## src/rtl/sram_arbiter.sv

```systemverilog
// sram_arbiter: round-robin arbiter that shares the single SRAM controller
// port among N_REQ masters. Exactly one access is in flight at a time. Every
// command and address output is registered and driven to 0 outside ACCESS.
// Optional feature macro: SRAM_TIMEOUT_EN. It aborts an access that has waited
// TIMEOUT_CYC cycles in ACCESS and flags err together with the ack.
module sram_arbiter #(
  parameter int N_REQ       = 2,
  parameter int ADDR_W      = 21,
  parameter int DATA_W      = 16,
  parameter int TIMEOUT_CYC = 255
) (
  input  logic                    clk,
  input  logic                    reset_n,
  input  logic [N_REQ-1:0]        req,
  input  logic [N_REQ-1:0]        req_we,
  input  logic [N_REQ*ADDR_W-1:0] req_addr,
  input  logic [N_REQ*DATA_W-1:0] req_wdata,
  output logic [N_REQ-1:0]        ack,
  output logic [DATA_W-1:0]       rdata,
  output logic                    err,
  input  logic                    sram_idle,
  input  logic                    sram_ready,
  input  logic [DATA_W-1:0]       data_in,
  output logic [ADDR_W-1:0]       data_addr,
  output logic [DATA_W-1:0]       data_out,
  output logic                    read_data,
  output logic                    write_data,
  output logic [1:0]              arb_state
);

  localparam int IDX_W = (N_REQ > 1) ? $clog2(N_REQ) : 1;

  typedef enum logic [1:0] {
    IDLE      = 2'd0,
    WAIT_IDLE = 2'd1,
    ACCESS    = 2'd2,
    DONE      = 2'd3
  } state_t;

  state_t             state, state_d;
  logic [IDX_W-1:0]   rr_ptr, rr_ptr_d;
  logic [IDX_W-1:0]   win_idx;
  logic               win_found;
  logic [IDX_W-1:0]   lat_idx, lat_idx_d;
  logic               lat_we, lat_we_d;
  logic [ADDR_W-1:0]  lat_addr, lat_addr_d;
  logic [DATA_W-1:0]  lat_wdata, lat_wdata_d;
  logic [N_REQ-1:0]   ack_d;
  logic [DATA_W-1:0]  rdata_d;
  logic [ADDR_W-1:0]  data_addr_d;
  logic [DATA_W-1:0]  data_out_d;
  logic               read_data_d, write_data_d;

`ifdef SRAM_TIMEOUT_EN
  localparam int CNT_W = ($clog2(TIMEOUT_CYC + 1) > 8) ? $clog2(TIMEOUT_CYC + 1) : 8;
  logic [CNT_W-1:0] tmo_cnt;
  logic             tmo_hit;
`endif

  assign arb_state = state;

  // Winner search: first set request found scanning upward from the
  // round-robin pointer, wrapping modulo N_REQ.
  always_comb begin
    int cand;
    cand      = 0;
    win_found = 1'b0;
    win_idx   = '0;
    for (int i = 0; i < N_REQ; i++) begin
      cand = int'(rr_ptr) + i;
      if (cand >= N_REQ) cand = cand - N_REQ;
      if (!win_found && req[cand]) begin
        win_found = 1'b1;
        win_idx   = IDX_W'(cand);
      end
    end
  end

  // Next-state logic plus the next values of every registered output.
  always_comb begin
    state_d     = state;
    lat_idx_d   = lat_idx;
    lat_we_d    = lat_we;
    lat_addr_d  = lat_addr;
    lat_wdata_d = lat_wdata;
    rr_ptr_d    = rr_ptr;
    rdata_d     = rdata;
`ifdef SRAM_TIMEOUT_EN
    tmo_hit     = 1'b0;
`endif
    case (state)
      IDLE: begin
        if (win_found) begin
          lat_idx_d   = win_idx;
          lat_we_d    = req_we[win_idx];
          lat_addr_d  = req_addr[win_idx*ADDR_W +: ADDR_W];
          lat_wdata_d = req_wdata[win_idx*DATA_W +: DATA_W];
          state_d     = sram_idle ? ACCESS : WAIT_IDLE;
        end
      end
      WAIT_IDLE: begin
        if (sram_idle) state_d = ACCESS;
      end
      ACCESS: begin
        if (sram_ready) begin
          if (!lat_we) rdata_d = data_in;
          state_d = DONE;
        end
`ifdef SRAM_TIMEOUT_EN
        else if (tmo_cnt == CNT_W'(TIMEOUT_CYC - 1)) begin
          tmo_hit = 1'b1;
          state_d = DONE;
        end
`endif
      end
      DONE: begin
        rr_ptr_d = (lat_idx == IDX_W'(N_REQ - 1)) ? '0 : lat_idx + IDX_W'(1);
        state_d  = IDLE;
      end
      default: state_d = IDLE;
    endcase

    ack_d        = '0;
    data_addr_d  = '0;
    data_out_d   = '0;
    read_data_d  = 1'b0;
    write_data_d = 1'b0;
    if (state_d == ACCESS) begin
      data_addr_d  = lat_addr_d;
      data_out_d   = lat_wdata_d;
      read_data_d  = ~lat_we_d;
      write_data_d = lat_we_d;
    end
    if (state_d == DONE) ack_d[lat_idx_d] = 1'b1;
  end

  // State register, request latches and registered outputs.
  always_ff @(posedge clk or negedge reset_n) begin
    if (!reset_n) begin
      state      <= IDLE;
      rr_ptr     <= '0;
      lat_idx    <= '0;
      lat_we     <= 1'b0;
      lat_addr   <= '0;
      lat_wdata  <= '0;
      ack        <= '0;
      rdata      <= '0;
      data_addr  <= '0;
      data_out   <= '0;
      read_data  <= 1'b0;
      write_data <= 1'b0;
    end else begin
      state      <= state_d;
      rr_ptr     <= rr_ptr_d;
      lat_idx    <= lat_idx_d;
      lat_we     <= lat_we_d;
      lat_addr   <= lat_addr_d;
      lat_wdata  <= lat_wdata_d;
      ack        <= ack_d;
      rdata      <= rdata_d;
      data_addr  <= data_addr_d;
      data_out   <= data_out_d;
      read_data  <= read_data_d;
      write_data <= write_data_d;
    end
  end

`ifdef SRAM_TIMEOUT_EN
  // Access watchdog: counts cycles spent in ACCESS, restarts on every entry.
  always_ff @(posedge clk or negedge reset_n) begin
    if (!reset_n) begin
      tmo_cnt <= '0;
      err     <= 1'b0;
    end else begin
      tmo_cnt <= (state == ACCESS) ? tmo_cnt + CNT_W'(1) : '0;
      err     <= tmo_hit;
    end
  end
`else
  logic unused_timeout;
  assign unused_timeout = (TIMEOUT_CYC == 0);
  assign err = 1'b0;
`endif

endmodule

```

## config.mk

```make
export PLATFORM = sky130hd
export DESIGN_NAME = sram_arbiter
export DESIGN_NICKNAME = d
export VERILOG_FILES = /design/src/rtl/sram_arbiter.sv
export SDC_FILE = /design/constraint.sdc
export NUM_CORES = 1
export LEC_CHECK = 0
export ABC_CLOCK_PERIOD_IN_PS = 3350
export BUFFER_PORTS_ARGS = -buffer_cell sky130_fd_sc_hd__buf_4
export CORE_ASPECT_RATIO = 0.8
export CORE_UTILIZATION = 53
export DETAILED_ROUTE_END_ITERATION = 7
export PLACE_DENSITY = 0.86
export SLEW_MARGIN = 40
export SYNTH_ARGS = -nofsm -noshare
export SYNTH_HDL_FRONTEND = slang
export SYNTH_SLANG_ARGS = --single-unit
```

## constraint.sdc

```tcl
create_clock -name clk -period 3.35 [get_ports clk]
set_input_delay 0.1675 -clock clk [delete_from_list [all_inputs] [get_ports clk]]
set_output_delay 0.1675 -clock clk [all_outputs]
set_load 0.03 [all_outputs]
```

Yosys cells after proc, flatten, opt, wreduce, memory -nomap -nowiden
Cells that the tools add are included. W data, S select, Z words.

Flip-flop bits (word level): 99. Latch bits: 0. Memory bits (writable): 0. Memory bits (read-only): 0. Bits of input ports: 98. Output and inout bits: 60. Memories: 0.

$add $sub $neg: 4. Multiply operators: 1. Div/mod/pow operators: 0. $lt $le $gt $ge: 7. Eq/ne operators: 5. Shift operators: 2. Mux-type cells: 35. Bitwise operators: 2. Reduce and logical (&&, ||, !) cells: 5.

Operators with widths (number): $lt A32 B3 Y1 const B (2); $mux W32 (2); $mux W21 (3); $mux W16 (3); $shiftx A42 B7 Y21 (1); $shiftx A32 B6 Y16 (1); $mux W1 (20); $mux W2 (5); $eq A2 B2 Y1 const B (4); $pmux W2 S4 (1); $mul A1 B5 Y6 const B (1); $lt A1 B2 Y1 const B (2); $reduce_and A3 Y1 (1); $sub A1 B2 Y3 const B (1); $sub A2 B2 Y3 const B (1); $add A1 B1 Y2 const B (1); $eq A2 B1 Y1 const B (1); $ge A1 B2 Y1 const B (1); $ge A2 B2 Y1 const B (1); $logic_and A1 B1 Y1 (2); $logic_not A2 Y1 (1); $not A1 Y1 (2); $add A1 B1 Y1 const B (1); $demux W1 S1 (1); 2 further kinds (2).

Longest topological paths before layout
Gate-level depths: netlist of run 1.

Depth in word-level cells: 16. Mapped depth: 6. Depth with buffers taken out: 4.

Least setup slack after synthesis of run 1
OpenSTA, ideal clock, no wires.

Path type: register to register. From: reg state[1] (netlist: arb_state[1]). To: reg rdata[10]. Arrival time: 1548 ps. Data required time: 3225 ps. Slack: 1678 ps. Stages on the path, launching flop included: 6. Period minus slack after synthesis: 1672 ps. Cells stage by stage: dfrtp_1 buf_6 nand3b_1 nor2_4 buf_4 mux2_2.

Word-level cells in the longest chain between the ends: 2.

Ends and longest elaborated chain: start: declaration (line 40) `state_t state, state_d;`; start signal: assignment (line 153) `state <= state_d;`; $eq A2 B2 Y1 (line 91) `case (state)`; $reduce_and A3 Y1 (no line); end signal: assignment (line 160) `rdata <= rdata_d;`; end: declaration (line 19) `output logic [DATA_W-1:0] rdata,`.

Every way passes these cells. A chain may end at the register's enable or synchronous reset.

Worst setup path in the final report of run 1
From: reg state[1] (netlist: arb_state[1]). To: reg data_out[2].

Word-level cells in the longest chain between the ends: 4. Elaborated cells between the ends (all ways): 11. Those cells by class: eq/ne: 4; mux: 6; reduce/logical: 1.

Ends and longest elaborated chain: $eq A2 B2 Y1, or another cell as far along (line 91); $pmux W2 S4 (line 91); $eq A2 B2 Y1 (line 128) `if (state_d == ACCESS) begin`; $mux W16 * (line 128); via data_out_d[2] (line 51) `logic [DATA_W-1:0] data_out_d;`; end signal: assignment (line 162) `data_out <= data_out_d;`; end: declaration (line 25) `output logic [DATA_W-1:0] data_out,`.

The timed path passes the listed nets; every way through them passes the cells marked *.

==> results.sh, run 1 <==
export IMPL_timing_rr_end="data_out[2]$_DFF_PN0_"
export IMPL_yosysMostFrequentCell="dfrtp_1"
export IMPL_synthToLayoutAreaGrowth_pct=33.5
export IMPL_yosysTopAreaCellShare=0.599
export IMPL_cts_path_max_buffers=2
export IMPL_post_cts_buffers=0
export IMPL_path_max_fanout=43
export IMPL_setup_violations=0
export IMPL_postSynthAreaPerCell_sq_um=11.7
export IMPL_final_area_sq_um=5520
export IMPL_rsz0062_at_grt="false"
export IMPL_synth_common_cells="99 x dfrtp_1, 75 x nand2_1, 41 x nor2_1"
export IMPL_setup_tns_final_ns=0
export IMPL_syn_num_nets=451
export IMPL_ir_drop_uv=463
export IMPL_fin_ws_ns=1.15
export IMPL_timing_rr_start="arb_state[1]$_DFF_PN0_"
export IMPL_std_cell_rows=28
export IMPL_cp_arrival_ns=2.44
export IMPL_synth_seq_cells=99
export IMPL_synth_edff_count=0
export IMPL_outcome="finished clean"
export IMPL_drtIter0Drc=138
export IMPL_synthFlopType="dfrtp_1"
export IMPL_fin_crit_ns=2.20
export IMPL_vias=3359
export IMPL_clock_sinks=99
export IMPL_leakagePower_uw=0.00257
export IMPL_synth_cell_types=30
export IMPL_min_delay_worst_endpoint="arb_state[0]$_DFF_PN0_"
export IMPL_worstHoldPathType="input pin to register"
export IMPL_io_buffers=156
export IMPL_grt_antenna_before_repair=0
export IMPL_viasPerCell=5.51
export IMPL_nFillCells=523
export IMPL_slew_violations=0
export IMPL_clk_pin_slew_worst_paths_ns=0.10
export IMPL_yosys_area_top_type="dfrtp_1"
export IMPL_period_share=0.656
export IMPL_ys_async_sr_fraction=1.00
export IMPL_drc=0
export IMPL_hold_buffers=1
export IMPL_relSlewSlack=0.495
export IMPL_hp_start="sram_idle"
export IMPL_wl_um=9590
export IMPL_route_detailed_wl_per_inst_um=15.7
export IMPL_ys_seq_area_frac=0.599
export IMPL_nets=598
export IMPL_finalClockSkew_ns=0.00984
export IMPL_hpwl_um=6860
export IMPL_whs_path_depth=2
export IMPL_io_pins=158
export IMPL_pre_cts_slack_ns=1.19
export IMPL_crit_type="register to register"
export IMPL_cts_tree="yes"
export IMPL_cap_violations=0
export IMPL_clock_latency_ns=0.35
export IMPL_globalRouteOverflowTotal=0
export IMPL_diodes=0
export IMPL_worst_pin_slew_ns=0.755
export IMPL_drt_first_pass_iters=4
export IMPL_h_tree_depth=3
export IMPL_drive_above_1_share=0.428
export IMPL_yosys_warnings=0
export IMPL_yosys_top_cells_area="dfrtp_1 60%, a311oi_2 6.9%, nand2_1 6.8%"
export IMPL_place_gp_congestion=0.774
export IMPL_synthesis_area_sq_um=4130
export IMPL_placed_cell_area_sq_um=5310
export IMPL_die_h_um=81.0
export IMPL_core_area_sq_um=7460
export IMPL_cts_root_buffer="clkbuf_8"
export IMPL_ctsResizeCount=0
export IMPL_grt_pass1_vias=3174
export IMPL_synth_cells=353
export IMPL_die_w_um=101
export IMPL_die_area_sq_um=8160
export IMPL_grt_util_all_layers=0.244
export IMPL_multi_input_comb_area_sq_um=1460
export IMPL_startpoint_type="register"
export IMPL_postRouteAntennaNets=0
export IMPL_power_density_nw_per_um2=994
export IMPL_cp_end_kind="register"
export IMPL_ff2ff_setup_slack_ns=1.15
export IMPL_grt_first_pass_wirelength_um=14900
export IMPL_grt_max_degree=51
export IMPL_rr_worst_depth=5
export IMPL_hold_viol=0
export IMPL_max_freq_mhz=455
export IMPL_cts_buffers=9
export IMPL_seqCellArea_sq_um=2480
export IMPL_worstPathRequired_ns=3.59
export IMPL_start_util=0.554
[per-stage QoR]
stage | util | std cells | hold slack [ns] | power (uW)
finish | 0.740 | 610 | 0.0323 | 5490
detailed placement | 0.712 | 593 | 0.316 | 4760
global route | 0.740 | 610 | 0.00963 | 5800
global placement | 0.711 | 593 | 0.303 | 4650
CTS | 0.740 | 610 | 0.00682 | 5530
floorplan | - | 353 | -0.128 | 3880
[worst max-delay path by stage]
stage | startpoint | end | slack [ns] | cells past startpoint
floorplan | arb_state[1]$_DFF_PN0_ | rdata[10]$_DFFE_PN0P_ | 1.68 | 5
global placement | arb_state[1]$_DFF_PN0_ | data_out[1]$_DFF_PN0_ | 1.34 | 5
CTS | arb_state[1]$_DFF_PN0_ | data_out[3]$_DFF_PN0_ | 1.18 | 5
finish | arb_state[1]$_DFF_PN0_ | data_out[2]$_DFF_PN0_ | 1.15 | 5
detailed placement | arb_state[0]$_DFF_PN0_ | data_out[2]$_DFF_PN0_ | 1.19 | 5
global route | arb_state[1]$_DFF_PN0_ | data_out[2]$_DFF_PN0_ | 1.02 | 5
[critical path, stage by stage, from the launching register on]
cell and delay, ns:
dfrtp_1 0.49, or2_4 0.30, nor2_4 0.59, buf_12 0.29, nor2_1 0.08, a311oi_1 0.32
[flip-flops by register name, summed over array words and instances, names as in the netlist, 2 cells and up]
signal / flops
data_addr: 21
lat_addr: 21
data_out: 16
lat_wdata: 16
rdata: 16
ack: 2
arb_state: 2
[cells by family (layout without fill, tap and decap cells)]
group	count (synthesis)	count (layout)	synth area share
flops	99	99	0.599
buf+inv	28	180	0.0503
mux	17	17	0.0460
other cells	1	1	0.000907
compound gates	82	82	0.178
simple gates	126	126	0.125
[cell type report]
| cell class | count | area share |
|---|---|---|
| timing repair buffer | 163 | 0.227 |
| sequential | 99 | 0.449 |
| clock inverter | 6 | 0.0129 |
| clock buffer | 10 | 0.0231 |
| multi-input combinational | 226 | 0.264 |
| tap | 105 | 0.0238 |
| inverter | 1 | 0.000680 |
[where the power goes]
group          switching (uW)  internal [uW]  total, uW
sequential                240           1790       2030
clock                     409            352        762
combinational            1670           1030       2700
total                    2310           3170       5490
[layout by cell type (no fill, tap or decap), drive strengths merged]
cell type / Yosys / routed
a311oi: 37 / 37
dfrtp: 99 / 99
bufinv: 0 / 1
buf: 26 / 162
nand2: 75 / 75
nor2: 43 / 43
a21oi: 1 / 1
o22ai: 1 / 1
nor3: 1 / 1
inv: 1 / 3
a21boi: 1 / 1
dlygate4sd3: 0 / 1
clkbuf: 1 / 10
clkinvlp: 0 / 2
mux2i: 1 / 1
o22a: 2 / 2
nand3b: 1 / 1
o31ai: 1 / 1
nand2b: 3 / 3
conb: 1 / 1
nor2b: 1 / 1
a31oi: 38 / 38
clkinv: 0 / 1
and2: 1 / 1
mux2: 16 / 16
or2: 1 / 1
a311o: 1 / 1
[metal layers]
layer,vias up,share of wire,global-route usage
met1,1636,0.42,0.301
met3,14,0.075,0.0585
met2,153,0.49,0.420
met5,-,0,0
met4,0,0.013,0.0913
li1,1556,-,-
Power figures use the tool's default switching activity.
==> run 2, diff against run 1 <==
- ABC_CLOCK_PERIOD_IN_PS: 3350 -> 2300
- CORE_UTILIZATION: 53 -> 49
- PLACE_DENSITY: 0.86 -> 0.8
- clock period: 3.35 -> 2.3 ns (I/O delays scaled with it)
==> run 2 against run 1 <==
Register-to-register slack worse by 0.75 ns. Utilization is 3.2 points lower. Final area is 3.3% higher. Global-route usage is 0.065 points lower. Hold slack better by 0.011 ns. Via count is 0.71% higher. Clock skew is 0.0039 ns lower. Combinational power is 47% higher. Critical endpoint is now data_out[4]$_DFF_PN0_. Non-clock buffer count is 18 higher. Cell count is 3.4% higher.
==> results.sh, run 2 (synthesis gave the netlist of run 1 again) <==
export IMPL_wl_um=10200
export IMPL_fin_ws_ns=0.404
export IMPL_min_delay_worst_endpoint="lat_addr[12]$_DFF_PN0_"
export IMPL_cp_cell_sequence="or2_4, nor2_4, buf_4, nor2_1, a311oi_2"
export IMPL_crit_type="register to register"
export IMPL_crit_slowest_cell="dfrtp_1"
export IMPL_whs_path_depth=3
export IMPL_worstHoldPathType="input pin to register"
export IMPL_gr_usage_met1=0.312
export IMPL_place_gp_congestion=0.740
export IMPL_start_util=0.513
export IMPL_layoutNonFillerInstCount=631
export IMPL_nets=616
export IMPL_synthToLayoutAreaGrowth_pct=37.9
export IMPL_grt_first_pass_wirelength_um=16700
export IMPL_finalClockSkew_ns=0.00591
export IMPL_diodes=0
export IMPL_rsz0062_at_grt="false"
export IMPL_globalRouteOverflowTotal=0
export IMPL_drc=0
export IMPL_grtUsageMet2=0.405
export IMPL_rr_worst_depth=5
export IMPL_fin_crit_ns=1.90
export IMPL_hold_viol=0
export IMPL_io_pins=158
export IMPL_leakagePower_uw=0.00265
export IMPL_cts_tree="yes"
export IMPL_hp_start="req_addr[33]"
export IMPL_path_max_fanout=49
export IMPL_grt_pass1_vias=3386
export IMPL_ff2ff_setup_slack_ns=0.40
export IMPL_hpwl_um=6470
export IMPL_slew_violations=0
export IMPL_dp_cells=597
export IMPL_period_share=0.824
export IMPL_power_density_nw_per_um2=1410
export IMPL_timing_rr_start="arb_state[1]$_DFF_PN0_"
export IMPL_top_regs="data_addr: 21 flops, lat_addr: 21 flops"
export IMPL_drive_above_1_share=0.415
export IMPL_grt_busiest_layer="met2"
export IMPL_die_area_sq_um=8810
export IMPL_grt_max_degree=65
export IMPL_die_h_um=84.1
export IMPL_h_tree_depth=3
export IMPL_grt_util_met3=0.0714
export IMPL_die_w_um=105
export IMPL_timing_rr_end="data_out[4]$_DFF_PN0_"
export IMPL_setup_tns_final_ns=0
export IMPL_std_cell_rows=29
export IMPL_core_area_sq_um=8060
export IMPL_cp_top_family="simple AND/OR/NAND/NOR gates"
export IMPL_vias=3383
export IMPL_drt_first_pass_iters=5
export IMPL_clk_pin_slew_worst_paths_ns=0.09
export IMPL_cts_buffers=9
export IMPL_cts_path_max_buffers=2
export IMPL_viasPerCell=5.36
export IMPL_io_buffers=156
export IMPL_cp_arrival_ns=2.15
export IMPL_max_freq_mhz=527
export IMPL_cts_root_buffer="clkbuf_8"
export IMPL_max_stage_delay_ns=0.49
export IMPL_startpoint_type="register"
export IMPL_route_detailed_wl_per_inst_um=16.1
export IMPL_startpoint="arb_state[1]$_DFF_PN0_"
export IMPL_cp_num_buf_inv=1
export IMPL_final_common_cell="buf_4"
export IMPL_worstPathRequired_ns=2.55
export IMPL_clock_latency_ns=0.35
export IMPL_grt_util_all_layers=0.243
export IMPL_setup_violations=0
export IMPL_ctsResizeCount=0
export IMPL_cap_violations=0
export IMPL_postRouteAntennaNets=0
export IMPL_ir_drop_uv=779
export IMPL_clock_sinks=99
export IMPL_outcome="finished clean"
export IMPL_cp_end_kind="register"
export IMPL_mostFrequentLayoutCells="160 x buf_4, 99 x dfrtp_1, 75 x nand2_1"
export IMPL_pre_cts_slack_ns=0.472
export IMPL_drtIter0Drc=158
export IMPL_post_cts_buffers=0
export IMPL_grt_antenna_before_repair=0
export IMPL_hold_buffers=18
==> run 2: worst max path at each step <==
stage | to | cells past startpoint
after floorplan | rdata[10]$_DFFE_PN0P_ | 5
after global placement | data_addr[18]$_DFF_PN0_ | 5
after detailed placement | data_out[0]$_DFF_PN0_ | 5
after CTS | data_out[1]$_DFF_PN0_ | 5
after global routing | data_out[4]$_DFF_PN0_ | 5
final | data_out[4]$_DFF_PN0_ | 5
==> run 2: metrics by stage <==
| stage | power (uW) | hold WS, ns | utilization | area [sq um] |
|---|---|---|---|---|
| global placement | 6790 | 0.106 | 0.661 | 5330 |
| detailed placement | 6930 | 0.115 | 0.661 | 5330 |
| finish | 8020 | 0.0438 | 0.708 | 5700 |
| CTS | 8060 | 0.0219 | 0.708 | 5700 |
| floorplan | 5650 | -0.181 | - | 4130 |
| global route | 8510 | 0.0339 | 0.708 | 5700 |
==> run 2: area by class of cell <==
type	instances	area [sq um]
sequential	99	2480
clock inverter	6	65.1
clock buffer	10	128
multi-input combinational	226	1450
inverter	1	3.75
tap	108	135
fill	581	2360
timing repair buffer	181	1440
==> run 2: worst register-to-register path, cell delays in order (launching register included) <==
cell and delay, ns:
dfrtp_1 0.49, or2_4 0.30, nor2_4 0.12, buf_4 0.45, nor2_1 0.16, a311oi_2 0.29
==> run 2: report_power, final <==
group	switching (uW)	internal [uW]
combinational	2450	1530
clock	587	506
sequential	344	2600
==> run 2: per-layer routing <==
layer | wire length, um | up-vias
met1 | 4200 | 1648
met4 | 125 | 0
met3 | 746 | 8
met2 | 5110 | 134
li1 | - | 1593
met5 | 0 | -
==> run 3, diff against run 2 <==
- ABC_AREA: unset -> 1
- ABC_CLOCK_PERIOD_IN_PS: 2300 -> 1900
- clock period: 2.3 -> 1.9 ns (I/O delays scaled with it)
==> run 3 against run 2 <==
Critical endpoint is now data_out[10]$_DFF_PN0_. Worst setup slack worse by 0.061 ns. Largest cell class unchanged. Area after synthesis up 2.4%. Sequential share of layout area is 1.7 points lower. Routed wire length is 2.8% higher. Utilization is 2.0 points higher. Global-route usage grew 0.62 points. First-iteration DRC count rose by 22%. Cell count is 21% higher. Total power increased by 16%. Combinational power is 13% higher.
==> results.sh, run 3 <==
export IMPL_outcome="finished clean"
export IMPL_cp_cell_sequence="inv_2, nand2_1, nor2_4, buf_4, or2_1, nand2_1, nor2_1"
export IMPL_die_w_um=106
export IMPL_grtUsageMet2=0.415
export IMPL_gr_usage_met1=0.316
export IMPL_cts_path_max_buffers=2
export IMPL_cts_buffers=9
export IMPL_vias=3713
export IMPL_drtIter0Drc=192
export IMPL_viasPerCell=4.87
export IMPL_clk_pin_slew_worst_paths_ns=0.09
export IMPL_crit_type="register to register"
export IMPL_seq_power_share=0.357
export IMPL_postSynthAreaPerCell_sq_um=8.80
export IMPL_nets=748
export IMPL_pwr_share_clk=0.161
export IMPL_ir_drop_uv=780
export IMPL_hold_viol=0
export IMPL_io_buffers=156
export IMPL_setup_tns_final_ns=0
export IMPL_postRouteAntennaNets=0
export IMPL_mostFrequentLayoutCells="165 x buf_4, 120 x nand2_1, 99 x dfrtp_1"
export IMPL_cp_arrival_ns=1.86
export IMPL_power_density_nw_per_um2=1560
export IMPL_ys_seq_area_frac=0.585
export IMPL_synth_cells=481
export IMPL_layoutNonFillerInstCount=762
export IMPL_top_regs="data_addr: 21 flops, lat_addr: 21 flops"
export IMPL_period_share=0.819
export IMPL_cp_end_kind="register"
export IMPL_clock_sinks=99
export IMPL_route_detailed_wl_per_inst_um=13.7
export IMPL_start_util=0.518
export IMPL_yosysMostFrequentCell="nand2_1"
export IMPL_p_int_uw=5470
export IMPL_final_core_util=0.727
export IMPL_h_tree_depth=3
export IMPL_switchingPower_uw=3810
export IMPL_leakagePower_uw=0.00324
export IMPL_syn_num_nets=579
export IMPL_yosys_top_cells_area="dfrtp_1 59%, nand3_1 11%, nand2_1 11%"
export IMPL_yosysTopAreaCellShare=0.585
export IMPL_cts_root_buffer="clkbuf_8"
export IMPL_grt_antenna_before_repair=0
export IMPL_ys_async_sr_fraction=1.00
export IMPL_dp_cells=729
export IMPL_die_h_um=85.1
export IMPL_cap_violations=0
export IMPL_synth_cell_types=23
export IMPL_place_gp_congestion=0.775
export IMPL_std_cell_rows=29
export IMPL_grt_pass1_vias=3756
export IMPL_grt_max_degree=45
export IMPL_grt_first_pass_wirelength_um=17200
export IMPL_path_max_fanout=18
export IMPL_max_stage_delay_ns=0.45
export IMPL_power_uw=9290
export IMPL_slew_violations=0
export IMPL_pre_cts_slack_ns=0.353
export IMPL_switching_share=0.410
export IMPL_nFillCells=658
export IMPL_worstHoldPathType="input pin to register"
export IMPL_cts_tree="yes"
export IMPL_crit_slowest_cell="dfrtp_1"
export IMPL_synthFlopType="dfrtp_1"
export IMPL_grt_util_met3=0.0684
export IMPL_fin_crit_ns=1.56
export IMPL_final_common_cell="buf_4"
export IMPL_setup_violations=0
export IMPL_rsz0062_at_grt="false"
export IMPL_post_cts_buffers=0
export IMPL_finalClockSkew_ns=0.00589
export IMPL_worstPathRequired_ns=2.20
export IMPL_synth_seq_cells=99
export IMPL_synthesis_area_sq_um=4230
export IMPL_yosys_warnings=0
export IMPL_grt_util_all_layers=0.249
export IMPL_yosys_area_top_type="dfrtp_1"
export IMPL_diodes=0
export IMPL_globalRouteOverflowTotal=0
export IMPL_io_pins=158
export IMPL_synth_edff_count=0
export IMPL_wl_um=10500
export IMPL_drive_above_1_share=0.343
export IMPL_grt_busiest_layer="met2"
export IMPL_drt_first_pass_iters=4
export IMPL_die_area_sq_um=9010
export IMPL_path_common_cell="nand2_1"
export IMPL_drc=0
export IMPL_synth_common_cells="120 x nand2_1, 99 x dfrtp_1, 95 x nand3_1"
export IMPL_hpwl_um=7200
export IMPL_p_comb_frac=0.482
export IMPL_fin_ws_ns=0.343
export IMPL_core_area_sq_um=8160
export IMPL_clock_latency_ns=0.37
export IMPL_startpoint_type="register"
export IMPL_synthToLayoutAreaGrowth_pct=40.3
export IMPL_max_freq_mhz=642
[run 3: final cells by class]
class	instances	area (sq um)	area share
flip-flops and latches	99	2480	0.417
clock buffers	11	151	0.0255
clock inverters	4	73.8	0.0124
inverters	50	188	0.0316
multi-input cells	303	1410	0.238
well taps	108	135	0.0228
repair buffers	187	1500	0.252
[run 3: power groups by stage]
stage	logic [uW]	registers (uW)	clock network, uW
finish	4480	3310	1500
floorplan	2070	4160	0
global route	4930	3400	1610
CTS	4490	3320	1530
global placement	4310	3320	0
detailed placement	4450	3340	0
[run 3: worst max-delay path: cells and delay by family (launching register included)]
kind	cells	cell delay (ns)
flip-flops	1	0.45
AND/OR/NAND/NOR	5	0.66
buffers and inverters	2	0.38
[run 3: path summary, 6_finish.rpt]
| path | cells after the start | to | slack (ns) | startpoint |
|---|---|---|---|---|
| max | 7 | data_out[10]$_DFF_PN0_ | 0.34 | arb_state[1]$_DFF_PN0_ |
| min | 5 | lat_wdata[14]$_DFF_PN0_ | 0.04 | req_wdata[14] |
| max reg2reg | 7 | data_out[10]$_DFF_PN0_ | 0.34 | arb_state[1]$_DFF_PN0_ |
| min reg2reg | 2 | rdata[10]$_DFFE_PN0P_ | 0.48 | rdata[10]$_DFFE_PN0P_ |
| max in group asynchronous | 3 | lat_addr[19]$_DFF_PN0_ | 1.02 | reset_n |
| min in group asynchronous | 2 | lat_wdata[0]$_DFF_PN0_ | 0.23 | reset_n |
[run 3: logic make-up (layout without fill, tap and decap cells)]
kind of cell	Yosys count	after routing	synth area share
flip-flops	99	99	0.585
buffers and inverters	79	252	0.0816
AO/OA/AOI/OAI	3	3	0.00384
other	1	1	0.000886
AND/OR/NAND/NOR	299	299	0.328
[run 3: layer usage]
| layer | wire [um] | vias to the layer above |
|---|---|---|
| li1 | - | 1812 |
| met1 | 4420 | 1728 |
| met2 | 5010 | 152 |
| met3 | 760 | 21 |
| met4 | 263 | 0 |
| met5 | 0 | - |
[run 3: stage by stage]
step | hold WS (ns) | cell area (sq um)
final | 0.0406 | 5940
after global routing | 0.0376 | 5940
after CTS | 0.0258 | 5940
after detailed placement | 0.0932 | 5530
after global placement | 0.0914 | 5530
after floorplan | -0.201 | 4230
[run 3: timing repair]
item                                   CTS  global route
endpoints found under the hold margin   54             0
gates resized for setup                  0             0
hold buffers                            18             0
